===== src/rtl/aes_dec_pkg.sv =====
// Shared definitions for the AES decrypt datapath stages: FSM encodings,
// state size, the InvShiftRows source mapping and the inverse S-box table.
package aes_dec_pkg;

    localparam int NUM_BYTES = 16;

    typedef enum logic [4:0] {
        ST_IDLE = 5'b00001,
        ST_RD   = 5'b00010,
        ST_RDW  = 5'b00100,
        ST_WR   = 5'b01000,
        ST_DONE = 5'b10000
    } state_t;

    // Byte d = r + 4c takes its value from column (c - r) mod 4 of the same row.
    function automatic logic [3:0] inv_shift_src(input logic [3:0] d);
        logic [1:0] w_row;
        logic [1:0] w_col;
        w_row = d[1:0];
        w_col = d[3:2] - d[1:0];
        return {w_col, w_row};
    endfunction

    localparam logic [0:255][7:0] INV_SBOX = {
        8'h52, 8'h09, 8'h6a, 8'hd5, 8'h30, 8'h36, 8'ha5, 8'h38, 8'hbf, 8'h40, 8'ha3, 8'h9e, 8'h81, 8'hf3, 8'hd7, 8'hfb,
        8'h7c, 8'he3, 8'h39, 8'h82, 8'h9b, 8'h2f, 8'hff, 8'h87, 8'h34, 8'h8e, 8'h43, 8'h44, 8'hc4, 8'hde, 8'he9, 8'hcb,
        8'h54, 8'h7b, 8'h94, 8'h32, 8'ha6, 8'hc2, 8'h23, 8'h3d, 8'hee, 8'h4c, 8'h95, 8'h0b, 8'h42, 8'hfa, 8'hc3, 8'h4e,
        8'h08, 8'h2e, 8'ha1, 8'h66, 8'h28, 8'hd9, 8'h24, 8'hb2, 8'h76, 8'h5b, 8'ha2, 8'h49, 8'h6d, 8'h8b, 8'hd1, 8'h25,
        8'h72, 8'hf8, 8'hf6, 8'h64, 8'h86, 8'h68, 8'h98, 8'h16, 8'hd4, 8'ha4, 8'h5c, 8'hcc, 8'h5d, 8'h65, 8'hb6, 8'h92,
        8'h6c, 8'h70, 8'h48, 8'h50, 8'hfd, 8'hed, 8'hb9, 8'hda, 8'h5e, 8'h15, 8'h46, 8'h57, 8'ha7, 8'h8d, 8'h9d, 8'h84,
        8'h90, 8'hd8, 8'hab, 8'h00, 8'h8c, 8'hbc, 8'hd3, 8'h0a, 8'hf7, 8'he4, 8'h58, 8'h05, 8'hb8, 8'hb3, 8'h45, 8'h06,
        8'hd0, 8'h2c, 8'h1e, 8'h8f, 8'hca, 8'h3f, 8'h0f, 8'h02, 8'hc1, 8'haf, 8'hbd, 8'h03, 8'h01, 8'h13, 8'h8a, 8'h6b,
        8'h3a, 8'h91, 8'h11, 8'h41, 8'h4f, 8'h67, 8'hdc, 8'hea, 8'h97, 8'hf2, 8'hcf, 8'hce, 8'hf0, 8'hb4, 8'he6, 8'h73,
        8'h96, 8'hac, 8'h74, 8'h22, 8'he7, 8'had, 8'h35, 8'h85, 8'he2, 8'hf9, 8'h37, 8'he8, 8'h1c, 8'h75, 8'hdf, 8'h6e,
        8'h47, 8'hf1, 8'h1a, 8'h71, 8'h1d, 8'h29, 8'hc5, 8'h89, 8'h6f, 8'hb7, 8'h62, 8'h0e, 8'haa, 8'h18, 8'hbe, 8'h1b,
        8'hfc, 8'h56, 8'h3e, 8'h4b, 8'hc6, 8'hd2, 8'h79, 8'h20, 8'h9a, 8'hdb, 8'hc0, 8'hfe, 8'h78, 8'hcd, 8'h5a, 8'hf4,
        8'h1f, 8'hdd, 8'ha8, 8'h33, 8'h88, 8'h07, 8'hc7, 8'h31, 8'hb1, 8'h12, 8'h10, 8'h59, 8'h27, 8'h80, 8'hec, 8'h5f,
        8'h60, 8'h51, 8'h7f, 8'ha9, 8'h19, 8'hb5, 8'h4a, 8'h0d, 8'h2d, 8'he5, 8'h7a, 8'h9f, 8'h93, 8'hc9, 8'h9c, 8'hef,
        8'ha0, 8'he0, 8'h3b, 8'h4d, 8'hae, 8'h2a, 8'hf5, 8'hb0, 8'hc8, 8'heb, 8'hbb, 8'h3c, 8'h83, 8'h53, 8'h99, 8'h61,
        8'h17, 8'h2b, 8'h04, 8'h7e, 8'hba, 8'h77, 8'hd6, 8'h26, 8'he1, 8'h69, 8'h14, 8'h63, 8'h55, 8'h21, 8'h0c, 8'h7d
    };

endpackage


===== src/rtl/inv_sbox_rom.sv =====
// Combinational FIPS-197 inverse S-box lookup, 8 bits in, 8 bits out.
module inv_sbox_rom
    import aes_dec_pkg::*;
(
    input  logic [7:0] i_byte,
    output logic [7:0] o_byte
);

    assign o_byte = INV_SBOX[i_byte];

endmodule


===== src/rtl/inv_shift_row_sub.sv =====
// InvShiftRows + InvSubBytes over the 16-byte statemt RAM: 8 read pairs, 1 drain
// cycle, 8 write pairs, then a done/ready pulse; ap_start is ignored while busy.
module inv_shift_row_sub
    import aes_dec_pkg::*;
#(
    parameter int AW = 5,
    parameter int DW = 32
)(
    input  logic          ap_clk,
    input  logic          ap_rst,
    input  logic          ap_start,
    output logic          ap_done,
    output logic          ap_idle,
    output logic          ap_ready,
    output logic [AW-1:0] statemt_address0,
    output logic          statemt_ce0,
    output logic          statemt_we0,
    output logic [DW-1:0] statemt_d0,
    input  logic [DW-1:0] statemt_q0,
    output logic [AW-1:0] statemt_address1,
    output logic          statemt_ce1,
    output logic          statemt_we1,
    output logic [DW-1:0] statemt_d1,
    input  logic [DW-1:0] statemt_q1
);

    state_t     r_state;
    logic [2:0] r_k;
    logic [7:0] r_buf [NUM_BYTES];

    logic       w_rd;
    logic       w_wr;
    logic [2:0] w_k_prev;
    logic [3:0] w_addr0;
    logic [3:0] w_addr1;
    logic [7:0] w_sub0;
    logic [7:0] w_sub1;
    logic       w_unused_q;

    assign w_rd     = (r_state == ST_RD);
    assign w_wr     = (r_state == ST_WR);
    assign w_k_prev = r_k - 3'd1;
    assign w_addr0  = {r_k, 1'b0};
    assign w_addr1  = {r_k, 1'b1};

    // Only the low byte of each word carries state.
    assign w_unused_q = ^{statemt_q0[DW-1:8], statemt_q1[DW-1:8]};

    always_ff @(posedge ap_clk or posedge ap_rst) begin
        if (ap_rst) begin
            r_state <= ST_IDLE;
            r_k     <= 3'd0;
            for (int i = 0; i < NUM_BYTES; i++) begin
                r_buf[i] <= 8'h00;
            end
        end else begin
            case (r_state)
                ST_IDLE: begin
                    if (ap_start) begin
                        r_state <= ST_RD;
                        r_k     <= 3'd0;
                    end
                end
                ST_RD: begin
                    // Read data lags the address by one cycle, so capture the previous pair.
                    if (r_k != 3'd0) begin
                        r_buf[{w_k_prev, 1'b0}] <= statemt_q0[7:0];
                        r_buf[{w_k_prev, 1'b1}] <= statemt_q1[7:0];
                    end
                    r_k <= r_k + 3'd1;
                    if (r_k == 3'd7) begin
                        r_state <= ST_RDW;
                    end
                end
                ST_RDW: begin
                    r_buf[14] <= statemt_q0[7:0];
                    r_buf[15] <= statemt_q1[7:0];
                    r_k       <= 3'd0;
                    r_state   <= ST_WR;
                end
                ST_WR: begin
                    r_k <= r_k + 3'd1;
                    if (r_k == 3'd7) begin
                        r_state <= ST_DONE;
                    end
                end
                ST_DONE: begin
                    r_state <= ST_IDLE;
                end
                default: begin
                    r_state <= ST_IDLE;
                end
            endcase
        end
    end

    inv_sbox_rom u_sbox0 (
        .i_byte (r_buf[inv_shift_src(w_addr0)]),
        .o_byte (w_sub0)
    );

    inv_sbox_rom u_sbox1 (
        .i_byte (r_buf[inv_shift_src(w_addr1)]),
        .o_byte (w_sub1)
    );

    assign statemt_ce0      = w_rd | w_wr;
    assign statemt_ce1      = w_rd | w_wr;
    assign statemt_we0      = w_wr;
    assign statemt_we1      = w_wr;
    assign statemt_address0 = (w_rd | w_wr) ? {{(AW-4){1'b0}}, w_addr0} : '0;
    assign statemt_address1 = (w_rd | w_wr) ? {{(AW-4){1'b0}}, w_addr1} : '0;
    assign statemt_d0       = w_wr ? {{(DW-8){1'b0}}, w_sub0} : '0;
    assign statemt_d1       = w_wr ? {{(DW-8){1'b0}}, w_sub1} : '0;

    assign ap_done  = (r_state == ST_DONE);
    assign ap_ready = (r_state == ST_DONE);
    assign ap_idle  = (r_state == ST_IDLE) & ~ap_start;

endmodule


===== config.mk =====
export PLATFORM = sky130hd
export DESIGN_NAME = inv_shift_row_sub
export DESIGN_NICKNAME = d
export VERILOG_FILES = /design/src/rtl/aes_dec_pkg.sv /design/src/rtl/inv_sbox_rom.sv /design/src/rtl/inv_shift_row_sub.sv
export SDC_FILE = /design/constraint.sdc
export NUM_CORES = 1
export LEC_CHECK = 0
export CAP_MARGIN = 20
export CORE_ASPECT_RATIO = 0.9
export CORE_MARGIN = 4
export CORE_UTILIZATION = 55
export DETAILED_ROUTE_END_ITERATION = 8
export PLACE_DENSITY_LB_ADDON = 0.25
export SYNTH_ARGS = -nofsm -noshare
export SYNTH_HDL_FRONTEND = slang
export SYNTH_HIERARCHICAL = 1
export SYNTH_SLANG_ARGS = --single-unit
export TNS_END_PERCENT = 20

===== constraint.sdc =====
create_clock -name ap_clk -period 9.81 [get_ports ap_clk]
set_input_delay 2.943 -clock ap_clk [delete_from_list [all_inputs] [get_ports ap_clk]]
set_output_delay 2.943 -clock ap_clk [all_outputs]
set_load 0.02 [all_outputs]

; After elaboration in Yosys (flattened, before gate mapping)
; Memories as Yosys holds them, arrays and structs flattened.
; Cells that the tools add are included.
; W data, S select, Z words.
[op_classes]
addsub = 4
n_lt_le_gt_ge = 8
n_eq_ne = 10
n_mux = 28
bitwise_logic = 9
reduce_logical = 10
[op_table]
columns = op, n
row1 = $bwmux W128, 2
row2 = $mux W8, 12
row3 = $bmux W8 S4, 2
row4 = $demux W8 S4, 2
row5 = $pmux W16 S2, 1
row6 = $ge A5 B5 Y1 const B, 4
row7 = $not A4 Y5, 4
row8 = $pmux W5 S4, 1
row9 = $ge A9 B9 Y1 const B, 2
row10 = $not A8 Y9, 2
row11 = $mux W16, 1
row12 = $mux W5, 3
row13 = $lt A5 B1 Y1 const B, 2
row14 = $pmux W3 S3, 1
row15 = $mux W4, 2
row16 = $ne A2 B1 Y1 const B, 3
row17 = $reduce_and A2 Y1, 3
row18 = $reduce_bool A3 Y1, 2
row19 = $eq A5 B1 Y1 const B, 1
row20 = $eq A5 B2 Y1 const B, 1
row21 = $eq A5 B3 Y1 const B, 1
row22 = $eq A5 B4 Y1 const B, 1
row23 = $eq A5 B5 Y1 const B, 1
row24 = $sub A2 B2 Y2, 2
row25 = other kinds (12), 13
[word_totals]
ff_bits = 136
mem_bits_ro = 4096
in_bits = 67
out_inout_bits = 81
elab_cells = 89
n_memories = 2
[memory_table]
columns = name, words, width, rd, rd_clocked_by_memory_dff, write_ports, line_no
row1 = (name not given), 256, 8, 1, 0, 0, inv_sbox_rom.sv:9  ; assign o_byte = INV_SBOX[i_byte];
row2 = (name not given), 256, 8, 1, 0, 0, inv_sbox_rom.sv:9

; Longest topological paths before layout
[logic_depth]
ltp_word = 10
mapped_depth = 18
depth_no_buf = 13

; Hierarchy
; The synthesis kept the hierarchy.
[by_module_without_submodules]
columns = module, instances, cells_each, area_per_inst_um2, seq_area_each_um2
row1 = inv_shift_row_sub, 1, 535, 6915.4, 3404.5
row2 = inv_sbox_rom at u_sbox1, 1, 554, 3575.9, 0.0
row3 = inv_sbox_rom at u_sbox0, 1, 557, 3504.6, 0.0

; Worst setup path before layout
; Ideal clock, no wire load.
[synth_timing]
kind = register -> output
start = register r_k[0]
end = output port statemt_d1[2]
t_arrival_ps = 4290
t_required_ps = 6867
path_slack_ps = 2577
path_stages_with_launch = 18
n_path_buf = 5
path_cell_list = dfrtp_1 buf_2 nor2b_1 or2_2 clkbuf_1 a211oi_1 a21oi_1 clkbuf_1 inv_1 ha_1 clkbuf_2 buf_2 or2_2 a31oi_1 nor3_1 o31a_1 o311ai_1 and2_1
[synth_between]
elab_chain_len = 10
[synth_rtl]
columns = element, line_no
row1 = start: declaration, inv_shift_row_sub.sv:28  ; logic [2:0] r_k;
row2 = start signal: assignment, inv_shift_row_sub.sv:70  ; r_k <= r_k + 3'd1;
row3 = start signal: assignment, inv_shift_row_sub.sv:82  ; r_k <= r_k + 3'd1;
row4 = $sub A2 B2 Y2, aes_dec_pkg.sv:20  ; w_col = d[3:2] - d[1:0];
row5 = $not A4 Y5 (not written as such) (*), inv_shift_row_sub.sv:103  ; .i_byte (r_buf[inv_shift_src(w_addr1)]),
row6 = $bmux W8 S4 (*), inv_shift_row_sub.sv:103
row7 = $mux W8 (not written as such) (*) (2 in series), inv_shift_row_sub.sv:103
row8 = $not A8 Y9 (not written as such) (*), inv_sbox_rom.sv:9
row9 = $mem_v2 Z256 W8 (*), n/a
row10 = $mux W8 (not written as such) (*) (2 in series), inv_sbox_rom.sv:9
row11 = named net w_sub1[2], inv_shift_row_sub.sv:37  ; logic [7:0] w_sub1;
row12 = $mux W8 (*), inv_shift_row_sub.sv:114  ; assign statemt_d1 = w_wr ? {{(DW-8){1'b0}}, w_sub1} : '0;
row13 = end: declaration, inv_shift_row_sub.sv:23  ; output logic [DW-1:0] statemt_d1,
; Mark *: on every way through the listed nets, which the timed path passes. The rest lies on a longest branch. The select of a mux whose other input is x is not followed.

; Final worst setup path
[layout_timing]
start = register r_k[0]
end = output port statemt_d1[0]
; The elaborated chain is that of the path after synthesis.

==> summary.md <==
| Metric | Value |
|---|---|
| RePlAce Congestion | `between 1 and 1.5` |
| Final min period | `between 8 and 9 ns` |
| Fin Clk Skew | `around 0.0062 ns` |
| Port Buffers | `48` |
| Worst Path Required | `roughly 7 ns` |
| Post-route setup TNS | `0 ns` |
| Gr ovfl total | `0` |
| Commonest cells after routing, fill and taps aside | `nand2_1 (143), dfrtp_1 (133), mux2_2 (129)` |
| Crit Path Category | `reg -> out` |
| Status | `complete, no violations` |
| CTS Sinks | `136` |
| Inst Count DP | `1909` |
| Clk slew on worst S/H paths | `0.06 ns` |
| Share of cells above drive strength 1 | `0.190` |
| Area contributors post-synth | `dfrtp_1 (24%), mux2_2 (10%), ha_1 (3.9%), mux4_2 (3.9%), nand2_1 (3.8%)` |
| CP Cell Sequence | `nor2_1 -> a22o_1 -> a211oi_1 -> a21oi_2 -> buf_4 -> ha_1 -> nor2b_1 -> a311o_1 -> and3_1 -> a31o_2 -> o21ai_0 -> mux2_2 -> and2_1 -> clkdlybuf4s50_1` |
| Ports | `~150` |
| Die X | `between 150 and 200 um` |
| Final instance area | `around 15000 sq um` |
| Total CTS buffers | `17` |
| CP max FO | `27` |
| Largest net degree at the start of global routing | `125` |
| Post-Synthesis Cells | `roughly 1600` |
| Post-synth top area share | `0.241` |
| CTS Hold Bufs | `0` |
| P&R area growth vs syn | `6.24%` |
| Distinct cells, synth | `approximately 100` |
| DR pass1 iterations | `6` |
| Final #Nets | `approximately 1700` |
| Post-DR vias/cell | `between 7 and 8` |
| Crit Reg-Reg Startpoint | `r_k[0]` |
| Hpwl dp | `31.4 mm` |
| Tot GR Track Use | `0.327` |
| Crit path launch | `r_k[0]` |
| Routed len/inst | `about 25 um` |
| Via count | `about 14000` |
| CP Capture Type | `output pin` |
| Htree depth | `4` |
| Die Y | `~160 um` |
| Crit-path max cell delay | `0.85 ns` |
| Max stage delay cell, worst path | `nor2_1` |
| Worst relative slew slack | `0.257` |
| Peak Freq | `~120 MHz` |
| Final period util | `0.866` |
| WL final | `47.6 mm` |
| CTS tree | `done` |
| Max-cap violations | `0` |
| Sequential share of the synthesized area | `0.243` |
| Primary FF master, synth | `dfrtp_1` |
| Critical path startpoint category | `register` |
| Worst min-delay path category | `reg -> reg` |
| Area leader, netlist | `dfrtp_1` |
| Synth async-reset ratio | `1.00` |
| Core Area | `around 25000 sq um` |
| Slew Limit Fails | `0` |
| Antenna viol nets, final | `0` |
| Die Area | `approximately 28000 sq um` |
| Number of synthesized flops with an enable pin | `0` |
| Root Buffer Master | `clkbuf_16` |
| Skew-Pair Late Insertion Delay | `a little over 0.4 ns` |
| Hold Fails Final Rpt | `0` |
| Postcts setup bufs | `0` |
| Post-cts sizing count | `0` |
| First-pass GRT wire length | `~74 mm` |
| HP Start | `r_buf[2]` |
| Least-Margin Pin Slew | `between 1 and 1.5 ns` |
| # DRC | `0` |
| Fin cells | `a little under 2000` |
| Unrepaired setup endpoints after global routing | `false` |
| #FFs+latches synth | `roughly 140` |
| Syn_area_per_cell | `between 8 and 9 sq um` |
| Synth warn | `6` |
| Placed cell area | `14200 sq um` |
| Antenna violations before repair | `2` |
| CTS Buffer Depth | `2` |
| Final setup fails | `0` |
| Drt initial violations | `approximately 2900` |
| Rows | `55` |
| Initial core utilization | `0.557` |
| Arr. time, crit path | `about 5.6 ns` |
| Synthesized area | `between 10000 and 15000 sq um` |
| Vias in the first global route | `12800` |
| Leading cell type in the layout, fill and taps excluded | `nand2_1` |
metrics by stage:
step | setup WS (ns) | util | hold slack (ns)
final | 1.31 | 0.592 | 0.501
after global routing | 1.08 | 0.592 | 0.517
after CTS | 1.41 | 0.592 | 0.502
after detailed placement | 1.86 | 0.567 | 0.488
after global placement | 1.92 | 0.567 | 0.483
after floorplan | 2.58 | - | 0.474
area by class of cell:
| cell class | count | area, sq um |
|---|---|---|
| diodes | 1 | 2.50 |
| clock buffers | 24 | 502 |
| clock inverters | 7 | 115 |
| fillers | 2212 | 10200 |
| inverters | 29 | 114 |
| multi-input cells | 1308 | 9440 |
| flip-flops and latches | 136 | 3410 |
| well taps | 342 | 428 |
| repair buffers | 94 | 863 |
state kept, by name, summed over array words and instances (netlist names):
signal,cells
r_buf,128
r_state,5
r_k,3
worst max-delay path, delay by kind of cell (launching register included):
family | cells | cell delay [ns]
AOI/OAI and AO/OA | 6 | 1.29
adders and majority gates | 1 | 0.66
buffers and inverters | 2 | 0.98
DFF | 1 | 0.61
muxes | 1 | 0.18
and+or+nand+nor | 4 | 1.41
final timing paths:
check / endpoint / slack, ns / cells past startpoint
worst max register to register: r_buf[117] / 6.30 / 8
worst min register to register: r_buf[2] / 0.50 / 1
min in group asynchronous: r_buf[48] / 3.07 / 2
worst max-delay path: statemt_d1[0] / 1.31 / 14
worst min-delay path: r_buf[2] / 0.50 / 1
max in group asynchronous: r_k[0] / 5.57 / 3
cell usage after synthesis, types with 44 or more instances:
cell type / number
nor2_1: 93
dfrtp_1: 135
buf_2: 63
buf_4: 68
a21oi_1: 106
ha_1: 44
nand2_1: 143
mux2_2: 129
nand2b_1: 44
o21ai_0: 73
clkbuf_1: 59
routing by layer:
layer,part of all wire,global-route usage
met4,0.041,0.116
met3,0.13,0.0826
met2,0.43,0.484
met1,0.40,0.465
met5,0.00027,0
cells by family (layout without fill, tap and decap cells):
family | after synthesis | count (layout) | synth area share
AOI/OAI and AO/OA | 501 | 501 | 0.250
xor gates and xnor gates | 6 | 6 | 0.00429
adders and majority gates | 44 | 44 | 0.0393
buffers and inverters | 252 | 154 | 0.104
DFF | 136 | 136 | 0.243
muxes | 178 | 178 | 0.164
other | 1 | 52 | 0.000268
and+or+nand+nor | 528 | 528 | 0.195
Power is not shown: default switching activity piles up to over one toggle a cycle in this logic, so the estimate is an artifact.
